$ cat src/rtl/mul_if.sv
// EX-stage multiplier handshake: operation request, flush and result return.
interface mul_if #(
  parameter int XLEN = 32
);
  logic            start;
  logic [4:0]      ALUCtrl;
  logic [XLEN-1:0] rs1;
  logic [XLEN-1:0] rs2;
  logic            kill;
  logic            busy;
  logic            done;
  logic [XLEN-1:0] result;

  modport slave (
    input  start, ALUCtrl, rs1, rs2, kill,
    output busy, done, result
  );

  modport master (
    output start, ALUCtrl, rs1, rs2, kill,
    input  busy, done, result
  );
endinterface

$ cat src/rtl/mul_unit.sv
// Iterative radix-2 shift-add multiplier (MUL/MULH/MULHSU/MULHU) with sign fix-up.
// Optional MUL_EARLY_OUT_EN: leave CALC once the remaining multiplier bits are all zero.
//
// state  | meaning
// IDLE   | waiting for a multiply request
// CALC   | one multiplier bit per cycle into the 64-bit accumulator
// FIX    | negate accumulator when exactly one operand was negative
// DONE   | result valid, done pulse
module mul_unit #(
  parameter int XLEN  = 32,
  parameter int CNT_W = 6
) (
  input logic  clk,
  input logic  rst_n,
  mul_if.slave bus
);

  localparam logic [4:0] OP_MUL    = 5'b10110;
  localparam logic [4:0] OP_MULH   = 5'b10111;
  localparam logic [4:0] OP_MULHSU = 5'b11000;
  localparam logic [4:0] OP_MULHU  = 5'b11001;

  typedef enum logic [1:0] {S_IDLE, S_CALC, S_FIX, S_DONE} state_t;

  state_t              r_state;
  state_t              w_next;
  logic [2*XLEN-1:0]   r_acc;
  logic [XLEN-1:0]     r_mcand;
  logic [XLEN-1:0]     r_mplier;
  logic [XLEN-1:0]     r_result;
  logic [CNT_W-1:0]    r_cnt;
  logic [4:0]          r_op;
  logic                r_neg;

  logic                w_is_mul;
  logic                w_accept;
  logic                w_sa;
  logic                w_sb;
  logic                w_last;
  logic                w_done;
  logic [XLEN-1:0]     w_sel;
  logic [XLEN-1:0]     w_mplier_nxt;
  logic [2*XLEN-1:0]   w_addend;

  assign w_is_mul = (bus.ALUCtrl == OP_MUL) || (bus.ALUCtrl == OP_MULH) ||
                    (bus.ALUCtrl == OP_MULHSU) || (bus.ALUCtrl == OP_MULHU);
  assign w_accept = (r_state == S_IDLE) && bus.start && !bus.kill && w_is_mul;

  assign w_sa = ((bus.ALUCtrl == OP_MULH) || (bus.ALUCtrl == OP_MULHSU)) && bus.rs1[XLEN-1];
  assign w_sb = (bus.ALUCtrl == OP_MULH) && bus.rs2[XLEN-1];

  assign w_mplier_nxt = r_mplier >> 1;
  assign w_addend     = {{XLEN{1'b0}}, r_mcand} << r_cnt;

`ifdef MUL_EARLY_OUT_EN
  assign w_last = (r_cnt == CNT_W'(XLEN-1)) || (w_mplier_nxt == '0);
`else
  assign w_last = (r_cnt == CNT_W'(XLEN-1));
`endif

  assign w_sel  = (r_op == OP_MUL) ? r_acc[XLEN-1:0] : r_acc[2*XLEN-1:XLEN];
  assign w_done = (r_state == S_DONE) && !bus.kill;

  // Result is presented straight from the accumulator during DONE so a kill
  // in that cycle can still leave the previous result untouched.
  assign bus.busy   = (r_state != S_IDLE);
  assign bus.done   = w_done;
  assign bus.result = w_done ? w_sel : r_result;

  always_comb begin
    w_next = r_state;
    case (r_state)
      S_IDLE: if (w_accept) w_next = S_CALC;
      S_CALC: begin
        if (bus.kill)    w_next = S_IDLE;
        else if (w_last) w_next = S_FIX;
      end
      S_FIX:   w_next = bus.kill ? S_IDLE : S_DONE;
      S_DONE:  w_next = S_IDLE;
      default: w_next = S_IDLE;
    endcase
  end

  always_ff @(posedge clk or negedge rst_n) begin
    if (!rst_n) r_state <= S_IDLE;
    else        r_state <= w_next;
  end

  always_ff @(posedge clk or negedge rst_n) begin
    if (!rst_n) begin
      r_acc    <= '0;
      r_mcand  <= '0;
      r_mplier <= '0;
      r_cnt    <= '0;
      r_op     <= '0;
      r_neg    <= 1'b0;
      r_result <= '0;
    end else begin
      if (w_accept) begin
        r_mcand  <= w_sa ? -bus.rs1 : bus.rs1;
        r_mplier <= w_sb ? -bus.rs2 : bus.rs2;
        r_neg    <= w_sa ^ w_sb;
        r_op     <= bus.ALUCtrl;
        r_acc    <= '0;
        r_cnt    <= '0;
      end else if (r_state == S_CALC) begin
        if (r_mplier[0]) r_acc <= r_acc + w_addend;
        r_mplier <= w_mplier_nxt;
        r_cnt    <= r_cnt + CNT_W'(1);
      end else if (r_state == S_FIX) begin
        if (r_neg) r_acc <= -r_acc;
      end
      if (w_done) r_result <= w_sel;
    end
  end

endmodule

$ cat src/flat_wrapper.sv
// flat-port wrapper written by rule: the top's interface ports become plain ports
module mul_unit_flat 
#(
  parameter int XLEN  = 32,
  parameter int CNT_W = 6
)
  (clk, rst_n, bus_start, bus_ALUCtrl, bus_rs1, bus_rs2, bus_kill, bus_busy, bus_done, bus_result);
  mul_if #(.XLEN(XLEN)) bus_i ();
  input logic clk;
  input logic rst_n;
  input wire logic [$bits(bus_i.start)-1:0] bus_start;
  input wire logic [$bits(bus_i.ALUCtrl)-1:0] bus_ALUCtrl;
  input wire logic [$bits(bus_i.rs1)-1:0] bus_rs1;
  input wire logic [$bits(bus_i.rs2)-1:0] bus_rs2;
  input wire logic [$bits(bus_i.kill)-1:0] bus_kill;
  output wire logic [$bits(bus_i.busy)-1:0] bus_busy;
  output wire logic [$bits(bus_i.done)-1:0] bus_done;
  output wire logic [$bits(bus_i.result)-1:0] bus_result;
  assign bus_i.start = bus_start;
  assign bus_i.ALUCtrl = bus_ALUCtrl;
  assign bus_i.rs1 = bus_rs1;
  assign bus_i.rs2 = bus_rs2;
  assign bus_i.kill = bus_kill;
  assign bus_busy = bus_i.busy;
  assign bus_done = bus_i.done;
  assign bus_result = bus_i.result;
  mul_unit #(.XLEN(XLEN), .CNT_W(CNT_W)) u_core (.clk(clk), .rst_n(rst_n), .bus(bus_i));
endmodule
$ cat config.mk
export PLATFORM = sky130hd
export DESIGN_NAME = mul_unit_flat
export DESIGN_NICKNAME = d
export VERILOG_FILES = /design/src/rtl/mul_if.sv /design/src/rtl/mul_unit.sv /design/src/flat_wrapper.sv
export SDC_FILE = /design/constraint.sdc
export NUM_CORES = 1
export LEC_CHECK = 0
export CORE_ASPECT_RATIO = 1.4
export CORE_MARGIN = 2
export CORE_UTILIZATION = 39
export CTS_CLUSTER_SIZE = 28
export DETAILED_ROUTE_END_ITERATION = 10
export SETUP_SLACK_MARGIN = 0.2
export SLEW_MARGIN = 20
export SYNTH_ARGS = -nofsm -noshare
export SYNTH_HDL_FRONTEND = slang
export SYNTH_SLANG_ARGS = --single-unit
$ cat constraint.sdc
create_clock -name clk -period 6.55 [get_ports clk]
set_clock_uncertainty 0.1 [all_clocks]
set_input_delay 1.31 -clock clk [delete_from_list [all_inputs] [get_ports clk]]
set_output_delay 1.31 -clock clk [all_outputs]
set_load 0.005 [all_outputs]
==> flow_metrics.tcl, run 1 <==
set metrics [dict create \
    hp-class "reg -> reg" \
    synth-seq-cells 174 \
    drc 0 \
    cts.sinks 174 \
    holdCritStartpoint "u_core.r_op[3]" \
    status "finished, final reports clean" \
    clock_latency_ns 0.47 \
    std_cell_rows 88 \
    port_buffers 106 \
    cts_buffer_depth 2 \
    nets 2193 \
    start_util_pct 39.3 \
    p_seq_share_pct 23.1 \
    p_int_w 0.00497 \
    wl_per_cell_microns 21.7 \
    rsz0062_at_grt "false" \
    syn_avg_cell_area_sq_um 7.93 \
    ys_types 90 \
    cts.clk_slew.worst_paths_ns 0.08 \
    relSlewSlack_pct 35.7 \
    core_sq_um 41000 \
    report.final.slew_viol_count 0 \
    gp_congestion 0.979 \
    synth-seq-area-share_pct 27.0 \
    track_usage_pct 26.0 \
    antenna_found_initial 0 \
    grt_pass1_vias 14773 \
    die_h_microns 244 \
    cts_setup_buffers 0 \
    sw_frac_of_total_pct 53.3 \
    report.final.hold_viol_count 0 \
    syn2layout_area_growth_pct 13.2 \
    endpoint_kind "register" \
    worstHoldPathCells 2 \
    setup_violations 0 \
    comb_power_share_pct 65.9 \
    cts_root_buffer "clkbuf_16" \
    first_iter_violations 1006 \
    r2r_slack_ns 0.64 \
    htreeDepth 4 \
    yosysTopAreaCell "dfrtp_1" \
    dr.pass1.iters 8 \
    crit_arrival_ns 6.22 \
    async_flop_share_pct 100 \
    max_freq_mhz 169 \
    final.fill_count 4198 \
    syn-cell-area_sq_um 16100 \
    tns_ns 0 \
    period_needed_ns 5.91 \
    vdd_drop_max_mv 0.304 \
    r2r_start "u_core.r_cnt[0]" \
    ys_warn_count 0 \
    cp-start-kind "register" \
    finalWorstSetupSlack_ns 0.644 \
    period_share_pct 90.2 \
    cts_hold_buf 0 \
    drive_gt1_share_pct 7.24 \
    pre_cts_ws_ns 0.216 \
    cts_tree "yes" \
    criticalPathCategory "reg -> reg" \
    synthCells 2032 \
    crit_path_max_fanout 39 \
    tightest_slew_ns 0.964 \
    vias_per_cell 5.95 \
    synth_top_area_share_pct 27.0 \
    grt_pass1_wl_microns 86300 \
    grt_max_degree 102 \
    dpl.hpwl_microns 43800 \
    cts_made_buffers 17 \
    drt-total-wl_microns 56400 \
    synth_edf_count 0 \
    r2r_cells 18 \
    drv_cap 0 \
    num_io_pins 107 \
    overflow 0 \
    die_w_microns 176 \
    synthesis.nets 2179 \
    crit_required_ns 6.86 \
    cp-startpoint "u_core.r_cnt[0]" \
    worst_r2r_endpoint "u_core.r_acc[61]" \
    whs_endpoint "u_core.r_op[3]" \
    netSwitchingPower_w 0.00566 \
    clkPwrFrac_pct 11.0 \
    synthFlopType "dfrtp_1" \
    antenna_cells 0 \
    p_leak_nw 7.37 \
    ys_top_cells_by_area "dfrtp_1 (27%), o21ai_0 (7.7%), mux2i_1 (6.4%), nand2_1 (6.2%), ha_1 (5.7%)" \
    antenna_left 0 \
    vias 15460 \
    p_per_area_nw_per_um2 583 \
    die_area_sq_um 43000 \
]
## cell type report
class                      count  area, sq um  area share, %
multi-input combinational   1683        11100           61.0
tap                          540          676           3.70
clock buffer                  18          439           2.41
clock inverter                14          225           1.23
inverter                      41          154          0.844
sequential                   174         4360           23.9
timing repair buffer         129         1260           6.91
## cells in the mapped netlist (all sizes together) (18+ instances only)
cell type and count:
a21o 38, a21oi 141, a22o 33, a31oi 18, and2 19, buf 26, clkbuf 108, dfrtp 174
ha 73, inv 40, mux2 19, mux2i 103, mux4 23, nand2 267, nand3 32, nand4 35
nor2 140, nor2b 21, nor3 91, o21ai 254, o22ai 39, xnor2 82, xor2 42
## how the worst max path moves through the flow
| stage | cells past startpoint | end | slack (ns) |
|---|---|---|---|
| after floorplan | 20 | u_core.r_acc[61] | 1.54 |
| after global placement | 18 | u_core.r_acc[61] | 0.28 |
| after detailed placement | 18 | u_core.r_acc[61] | 0.22 |
| after CTS | 18 | u_core.r_acc[61] | 0.43 |
| after global routing | 18 | u_core.r_acc[61] | 0.25 |
| final | 18 | u_core.r_acc[61] | 0.64 |
## flip-flops by register name (all words and copies together) (netlist names)
name	cells
u_core.r_acc	64
u_core.r_mcand	32
u_core.r_mplier	32
u_core.r_result	32
u_core.r_cnt	6
u_core.r_op	5
u_core.r_state	2
u_core.r_neg	1
## cell usage in the layout, fill, tap and decap left out, drive strengths merged, types with 21 or more instances in the layout
cell | synthesis | routed
nand2 | 267 | 267
o21ai | 254 | 254
dfrtp | 174 | 174
a21oi | 141 | 141
nor2 | 140 | 140
clkdlybuf4s50 | 0 | 105
mux2i | 103 | 103
nor3 | 91 | 91
xnor2 | 82 | 82
ha | 73 | 73
inv | 40 | 44
xor2 | 42 | 42
o22ai | 39 | 39
a21o | 38 | 38
nand4 | 35 | 35
a22o | 33 | 33
nand3 | 32 | 32
buf | 26 | 24
mux4 | 23 | 23
nor2b | 21 | 21
## repair_timing
action	in CTS	in global routing
pin swaps	0	0
resized for setup	1	1
endpoints found under the setup margin	1	1
## power groups by stage
stage	Combinational [W]	Sequential (W)	Clock (W)
2_1_floorplan	0.00502	0.00198	0
3_3_place_gp	0.00686	0.00245	0
3_5_place_dp	0.00689	0.00245	0
4_1_cts	0.00691	0.00243	0.00120
5_1_grt	0.00760	0.00251	0.00123
6_report	0.00701	0.00245	0.00117
## through the flow
step                      std cells  utilization [%]  area (sq um)  hold WS (ns)  power (W)
after global placement         2567             42.9         17600         0.353    0.00931
final                          2599             44.5         18200         0.376     0.0106
after global routing           2599             44.5         18200         0.423     0.0113
after CTS                      2599             44.5         18200         0.377     0.0105
after detailed placement       2567             42.9         17600         0.358    0.00934
after floorplan                2032                -         16100         0.335    0.00700
## per-layer routing
| metal | share of wire [%] | GRT usage, % | up-vias |
|---|---|---|---|
| li1 | - | - | 7467 |
| met1 | 40 | 31.2 | 7295 |
| met2 | 48 | 43.8 | 555 |
| met3 | 5.2 | 3.23 | 143 |
| met4 | 6.9 | 16.7 | 0 |
| met5 | 0 | 0 | - |
## cell families (layout without fill, tap and decap cells)
| logic type | Yosys count | in the layout | synth area share, % |
|---|---|---|---|
| adders and majority gates | 74 | 74 | 5.80 |
| AOI/OAI and AO/OA | 644 | 644 | 24.2 |
| buffers and inverters | 175 | 202 | 4.16 |
| muxes | 145 | 145 | 10.9 |
| and+or+nand+nor | 696 | 696 | 21.1 |
| xor gates and xnor gates | 124 | 124 | 6.74 |
| DFF | 174 | 174 | 27.0 |
## critical path, stage by stage, from the launching register on
cell and delay, ns:
dfrtp_4 0.81, buf_4 0.24, mux2i_1 0.27, a21oi_1 0.19, mux2i_1 0.50, mux2_2 0.31
mux2_2 0.18, nor2_1 0.05, ha_1 0.47, nand4_1 0.22, nor4_4 0.33, nand4_1 0.27
a311oi_2 0.47, nor3_1 0.22, o31a_1 0.42, o21ai_1 0.14, a31oi_1 0.14, or4_1 0.42
nand3_1 0.09
(Power assumes the default switching activity.)
==> inputs of run 2 (changes only) <==
--- a/config.mk
+++ b/config.mk
@@ -10,6 +10,7 @@
 export CORE_UTILIZATION = 39
 export CTS_CLUSTER_SIZE = 28
 export DETAILED_ROUTE_END_ITERATION = 10
+export MAX_ROUTING_LAYER = met4
 export SETUP_SLACK_MARGIN = 0.2
 export SLEW_MARGIN = 20
 export SYNTH_ARGS = -nofsm -noshare
==> flow_metrics.tcl, run 2 (synthesis results as in run 1) <==
set metrics [dict create \
    report.final.hold_viol_count 0 \
    antenna_left 0 \
    crit_path_max_fanout 33 \
    syn2layout_area_growth_pct 13.0 \
    holdCritStartpoint "u_core.r_op[4]" \
    largest_reg_flops 64 \
    cts_buffer_depth 2 \
    antenna_cells 0 \
    period_needed_ns 5.91 \
    cp-start-kind "register" \
    cp-startpoint "u_core.r_cnt[0]" \
    std_cell_rows 88 \
    crit_arrival_ns 6.23 \
    finalWorstSetupSlack_ns 0.641 \
    gp_congestion 0.968 \
    status "finished, final reports clean" \
    slowest_stage "dfrtp_4" \
    clkPwrFrac_pct 10.3 \
    track_usage_pct 27.1 \
    drv_cap 0 \
    endpoint_kind "register" \
    first_iter_violations 1109 \
    p_leak_nw 7.34 \
    tns_ns 0 \
    grt_pass1_vias 14817 \
    relSlewSlack_pct 36.7 \
    worstHoldPathCells 1 \
    p_per_area_nw_per_um2 580 \
    cts.clk_slew.worst_paths_ns 0.08 \
    setup_violations 0 \
    die_h_microns 244 \
    port_buffers 106 \
    hp-class "reg -> reg" \
    layout_commonest_cell "nand2_1" \
    p_seq_share_pct 23.2 \
    r2r_slack_ns 0.64 \
    vias_per_cell 5.94 \
    grt_pass1_wl_microns 86800 \
    die_w_microns 176 \
    tightest_slew_ns 0.950 \
    comb_power_share_pct 66.5 \
    drive_gt1_share_pct 7.46 \
    vdd_drop_max_mv 0.313 \
    period_share_pct 90.2 \
    start_util_pct 39.3 \
    whs_endpoint "u_core.r_op[4]" \
    report.final.slew_viol_count 0 \
    dr.pass1.iters 5 \
    p_int_w 0.00486 \
    criticalPathCategory "reg -> reg" \
    r2r_cells 18 \
    antenna_found_initial 0 \
    sw_frac_of_total_pct 54.0 \
    path_cells "buf_4, mux2i_1, a21oi_1, mux2i_2, mux2_2, mux2_2, nor2_1, ha_1, nand4_1, nor4_4, nand4_1, a311oi_2, nor3_1, o31a_1, o21ai_1, a31oi_1, or4_1, nand3_1" \
    cts.sinks 174 \
    drt-total-wl_microns 56800 \
    core_sq_um 41000 \
    drc 0 \
    pre_cts_ws_ns 0.0993 \
    layout_common_cells "nand2_1 (263), o21ai_0 (248), dfrtp_1 (172)" \
    slowest_delay_ns 0.77 \
    nets 2197 \
    grt_max_degree 99 \
    rsz0062_at_grt "false" \
    htreeDepth 4 \
    netSwitchingPower_w 0.00570 \
    cts_root_buffer "clkbuf_16" \
    vias 15463 \
    dpl.hpwl_microns 44400 \
    crit_required_ns 6.87 \
    wl_per_cell_microns 21.8 \
    cts_tree "yes" \
    clock_latency_ns 0.48 \
    r2r_start "u_core.r_cnt[0]" \
    max_freq_mhz 169 \
    fin_total_pwr_w 0.0106 \
    cts_made_buffers 17 \
    worst_r2r_endpoint "u_core.r_acc[61]" \
    die_area_sq_um 43000 \
    overflow 0 \
    num_io_pins 107 \
    largest_register "u_core.r_acc" \
    hold_ws_ns 0.371 \
    cts_hold_buf 0 \
]
## run 2: changes by cell type in the layout (fill, tap and decap cells not counted), sizes merged
cell      previous run  this run
clkinvlp             1         2
clkbuf              18        17
clkinv               7         8
inv                 44        46
buf                 24        28
bufinv               3         0
## run 2: metrics by stage
stage / util, % / cells / instance area (sq um)
final: 44.4 / 2603 / 18200
after global routing: 44.4 / 2603 / 18200
after CTS: 44.4 / 2603 / 18200
after detailed placement: 42.9 / 2571 / 17600
after global placement: 42.9 / 2571 / 17600
after floorplan: - / 2032 / 16100
## run 2: worst max-delay path by stage
stage	to	slack, ns	cells after the start
after floorplan	u_core.r_acc[61]	1.54	20
after global placement	u_core.r_acc[61]	0.12	18
after detailed placement	u_core.r_acc[61]	0.1	18
after CTS	u_core.r_acc[61]	0.28	18
after global routing	u_core.r_acc[61]	0.29	18
final	u_core.r_acc[61]	0.64	18
## run 2: power by group through the flow
stage / sequential, W / combinational [W] / clock, W
6_report: 0.00245 / 0.00702 / 0.00108
2_1_floorplan: 0.00198 / 0.00502 / 0
3_3_place_gp: 0.00244 / 0.00687 / 0
4_1_cts: 0.00243 / 0.00694 / 0.00110
5_1_grt: 0.00252 / 0.00762 / 0.00115
3_5_place_dp: 0.00246 / 0.00691 / 0
## run 2: critical path: cells and delay by family, from the launching register on
kind | cells | cell delay (ns)
flip-flops | 1 | 0.77
adder cells (fa/ha/maj) | 1 | 0.48
multiplexers | 4 | 1.26
AND/OR/NAND/NOR | 7 | 1.62
AO/OA/AOI/OAI | 5 | 1.39
buffers and inverters | 1 | 0.25
## run 2: per-layer routing
| layer | global-route usage [%] | up-vias | share of wire, % |
|---|---|---|---|
| met2 | 45.5 | 500 | 49 |
| met4 | 14.7 | 0 | 6.0 |
| met3 | 3.19 | 140 | 4.2 |
| met1 | 31.5 | 7339 | 41 |
| met5 | - | - | 0 |
| li1 | - | 7484 | - |
## run 2: final cells by class
cell class | count | area [sq um]
clock inverters | 15 | 173
well taps | 540 | 676
inverters | 41 | 154
fillers | 4199 | 22800
repair buffers | 133 | 1280
multi-input cells | 1683 | 11100
clock buffers | 17 | 425
flip-flops and latches | 174 | 4360
## run 2: timing repair
action,4_1_cts,5_1_grt
gates resized for setup,1,2
setup endpoints to repair,1,2
cloned,0,0
buffers inserted,0,0
==> inputs of run 3 (changes only) <==
--- a/config.mk
+++ b/config.mk
@@ -7,7 +7,7 @@
 export LEC_CHECK = 0
 export CORE_ASPECT_RATIO = 1.4
 export CORE_MARGIN = 2
-export CORE_UTILIZATION = 39
+export CORE_UTILIZATION = 25
 export CTS_CLUSTER_SIZE = 28
 export DETAILED_ROUTE_END_ITERATION = 10
 export MAX_ROUTING_LAYER = met4
==> flow_metrics.tcl, run 3 (synthesis results as in run 1) <==
set metrics [dict create \
    layout_common_cells "nand2_1 (263), o21ai_0 (248), dfrtp_1 (172)" \
    final.fill_count 6934 \
    stdcell_count 2900 \
    relSlewSlack_pct 29.7 \
    endpoint_kind "register" \
    largest_reg_flops 64 \
    p_leak_nw 7.35 \
    report.final.slew_viol_count 0 \
    grt_max_degree 154 \
    drc 0 \
    largest_register "u_core.r_acc" \
    holdCritStartpoint "u_core.r_op[4]" \
    drv_cap 0 \
    regArea_sq_um 4360 \
    crit_path_max_fanout 26 \
    cts_setup_buffers 0 \
    num_io_pins 107 \
    track_usage_pct 18.3 \
    drive_gt1_share_pct 7.23 \
    cp-start-kind "register" \
    status "finished, final reports clean" \
    die_h_microns 304 \
    overflow 0 \
    report.final.hold_viol_count 0 \
    gp_congestion 0.958 \
    dpl.cell_count 2868 \
    r2r_start "u_core.r_cnt[0]" \
    tns_ns 0 \
    cts_root_buffer "clkbuf_16" \
    p_per_area_nw_per_um2 572 \
    tightest_slew_ns 1.04 \
    wl_per_cell_microns 20.4 \
    rsz0062_at_grt "false" \
    period_share_pct 90.0 \
    std_cell_rows 110 \
    nets 2194 \
    cts_tree "yes" \
    vdd_drop_max_mv 0.280 \
    syn2layout_area_growth_pct 15.2 \
    cts.clk_slew.worst_paths_ns 0.08 \
    vias 15486 \
    antenna_cells 0 \
    cts_buffer_depth 2 \
    first_iter_violations 1399 \
    multi_input_area_sq_um 11100 \
    antenna_left 0 \
    criticalPathCategory "reg -> reg" \
    crit_arrival_ns 6.13 \
    die_w_microns 219 \
    drt-total-wl_microns 59100 \
    period_needed_ns 5.90 \
    dr.pass1.iters 6 \
    grt_pass1_vias 15083 \
    grt_pass1_wl_microns 91800 \
    port_buffers 106 \
    dpl.hpwl_microns 46100 \
    cts.sinks 174 \
    cp-startpoint "u_core.r_cnt[0]" \
    vias_per_cell 5.34 \
    core_sq_um 64000 \
    cts_made_buffers 17 \
    htreeDepth 4 \
    crit_required_ns 6.78 \
    start_util_pct 25.2 \
    die_area_sq_um 66500 \
    layout_commonest_cell "nand2_1" \
    clock_latency_ns 0.48 \
    cts_hold_buf 0 \
    hp-class "reg -> reg" \
    setup_violations 0 \
    cts.repair.resized 0 \
    max_freq_mhz 170 \
    antenna_found_initial 0 \
]
-- run 3: cell types whose count changed in the layout (fill, tap and decap cells not counted), sizes merged --
| cell | change |
|---|---|
| buf | -3 |
| clkinv | -2 |
| bufinv | +2 |
| inv | +1 |
| clkinvlp | -1 |
-- run 3: area by class of cell --
| class | count | area share, % |
|---|---|---|
| clock buffer | 17 | 2.29 |
| clock inverter | 15 | 1.07 |
| inverter | 41 | 0.829 |
| multi-input combinational | 1683 | 59.9 |
| sequential | 174 | 23.5 |
| tap | 840 | 5.66 |
| timing repair buffer | 130 | 6.76 |
-- run 3: critical path, cell delays in order, from the launching register on --
cell	delay (ns)
dfrtp_2	0.74
buf_4	0.30
mux4_2	0.53
mux2_2	0.31
o21ai_0	0.52
mux2i_1	0.21
and2_1	0.23
ha_1	0.41
nand2_1	0.19
nor2_1	0.09
a22oi_1	0.22
nand3_1	0.09
o21ai_0	0.82
o41ai_2	0.23
a21bo_2	0.26
a41oi_1	0.24
xnor2_1	0.14
o221ai_1	0.13
-- run 3: report_power, final --
| part | switching [W] | internal, W | total [W] | leakage, nW |
|---|---|---|---|---|
| Sequential | 0.000871 | 0.00158 | 0.00245 | 2.20 |
| Clock | 0.000551 | 0.000584 | 0.00114 | 0.303 |
| Combinational | 0.00429 | 0.00275 | 0.00704 | 4.85 |
| Total | 0.00571 | 0.00491 | 0.0106 | 7.35 |
-- run 3: final timing paths --
path / cells after the start / endpoint / slack (ns)
min in group asynchronous: 1 / u_core.r_mplier[15] / 0.57
max: 17 / u_core.r_acc[63] / 0.65
max in group asynchronous: 2 / u_core.r_acc[17] / 4.61
max reg2reg: 17 / u_core.r_acc[63] / 0.65
min: 1 / u_core.r_op[4] / 0.38
min reg2reg: 1 / u_core.r_op[4] / 0.38
-- run 3: routing by layer --
layer	GRT usage (%)	vias to the layer above	share of wire, %
li1	-	7467	-
met1	22.4	7324	42
met2	29.6	557	48
met3	1.69	138	4.9
met4	10.0	0	5.7
met5	-	-	0
-- run 3: stage by stage --
step / setup slack, ns / utilization, % / area, sq um / total power, W / hold slack [ns]
3_3_place_gp: 0.685 / 28.0 / 17900 / 0.00939 / 0.353
3_5_place_dp: 0.747 / 28.0 / 17900 / 0.00938 / 0.355
2_1_floorplan: 1.54 / - / 16100 / 0.00700 / 0.335
4_1_cts: 0.727 / 29.0 / 18600 / 0.0105 / 0.378
5_1_grt: 0.340 / 29.0 / 18600 / 0.0114 / 0.406
6_report: 0.653 / 29.0 / 18600 / 0.0106 / 0.377
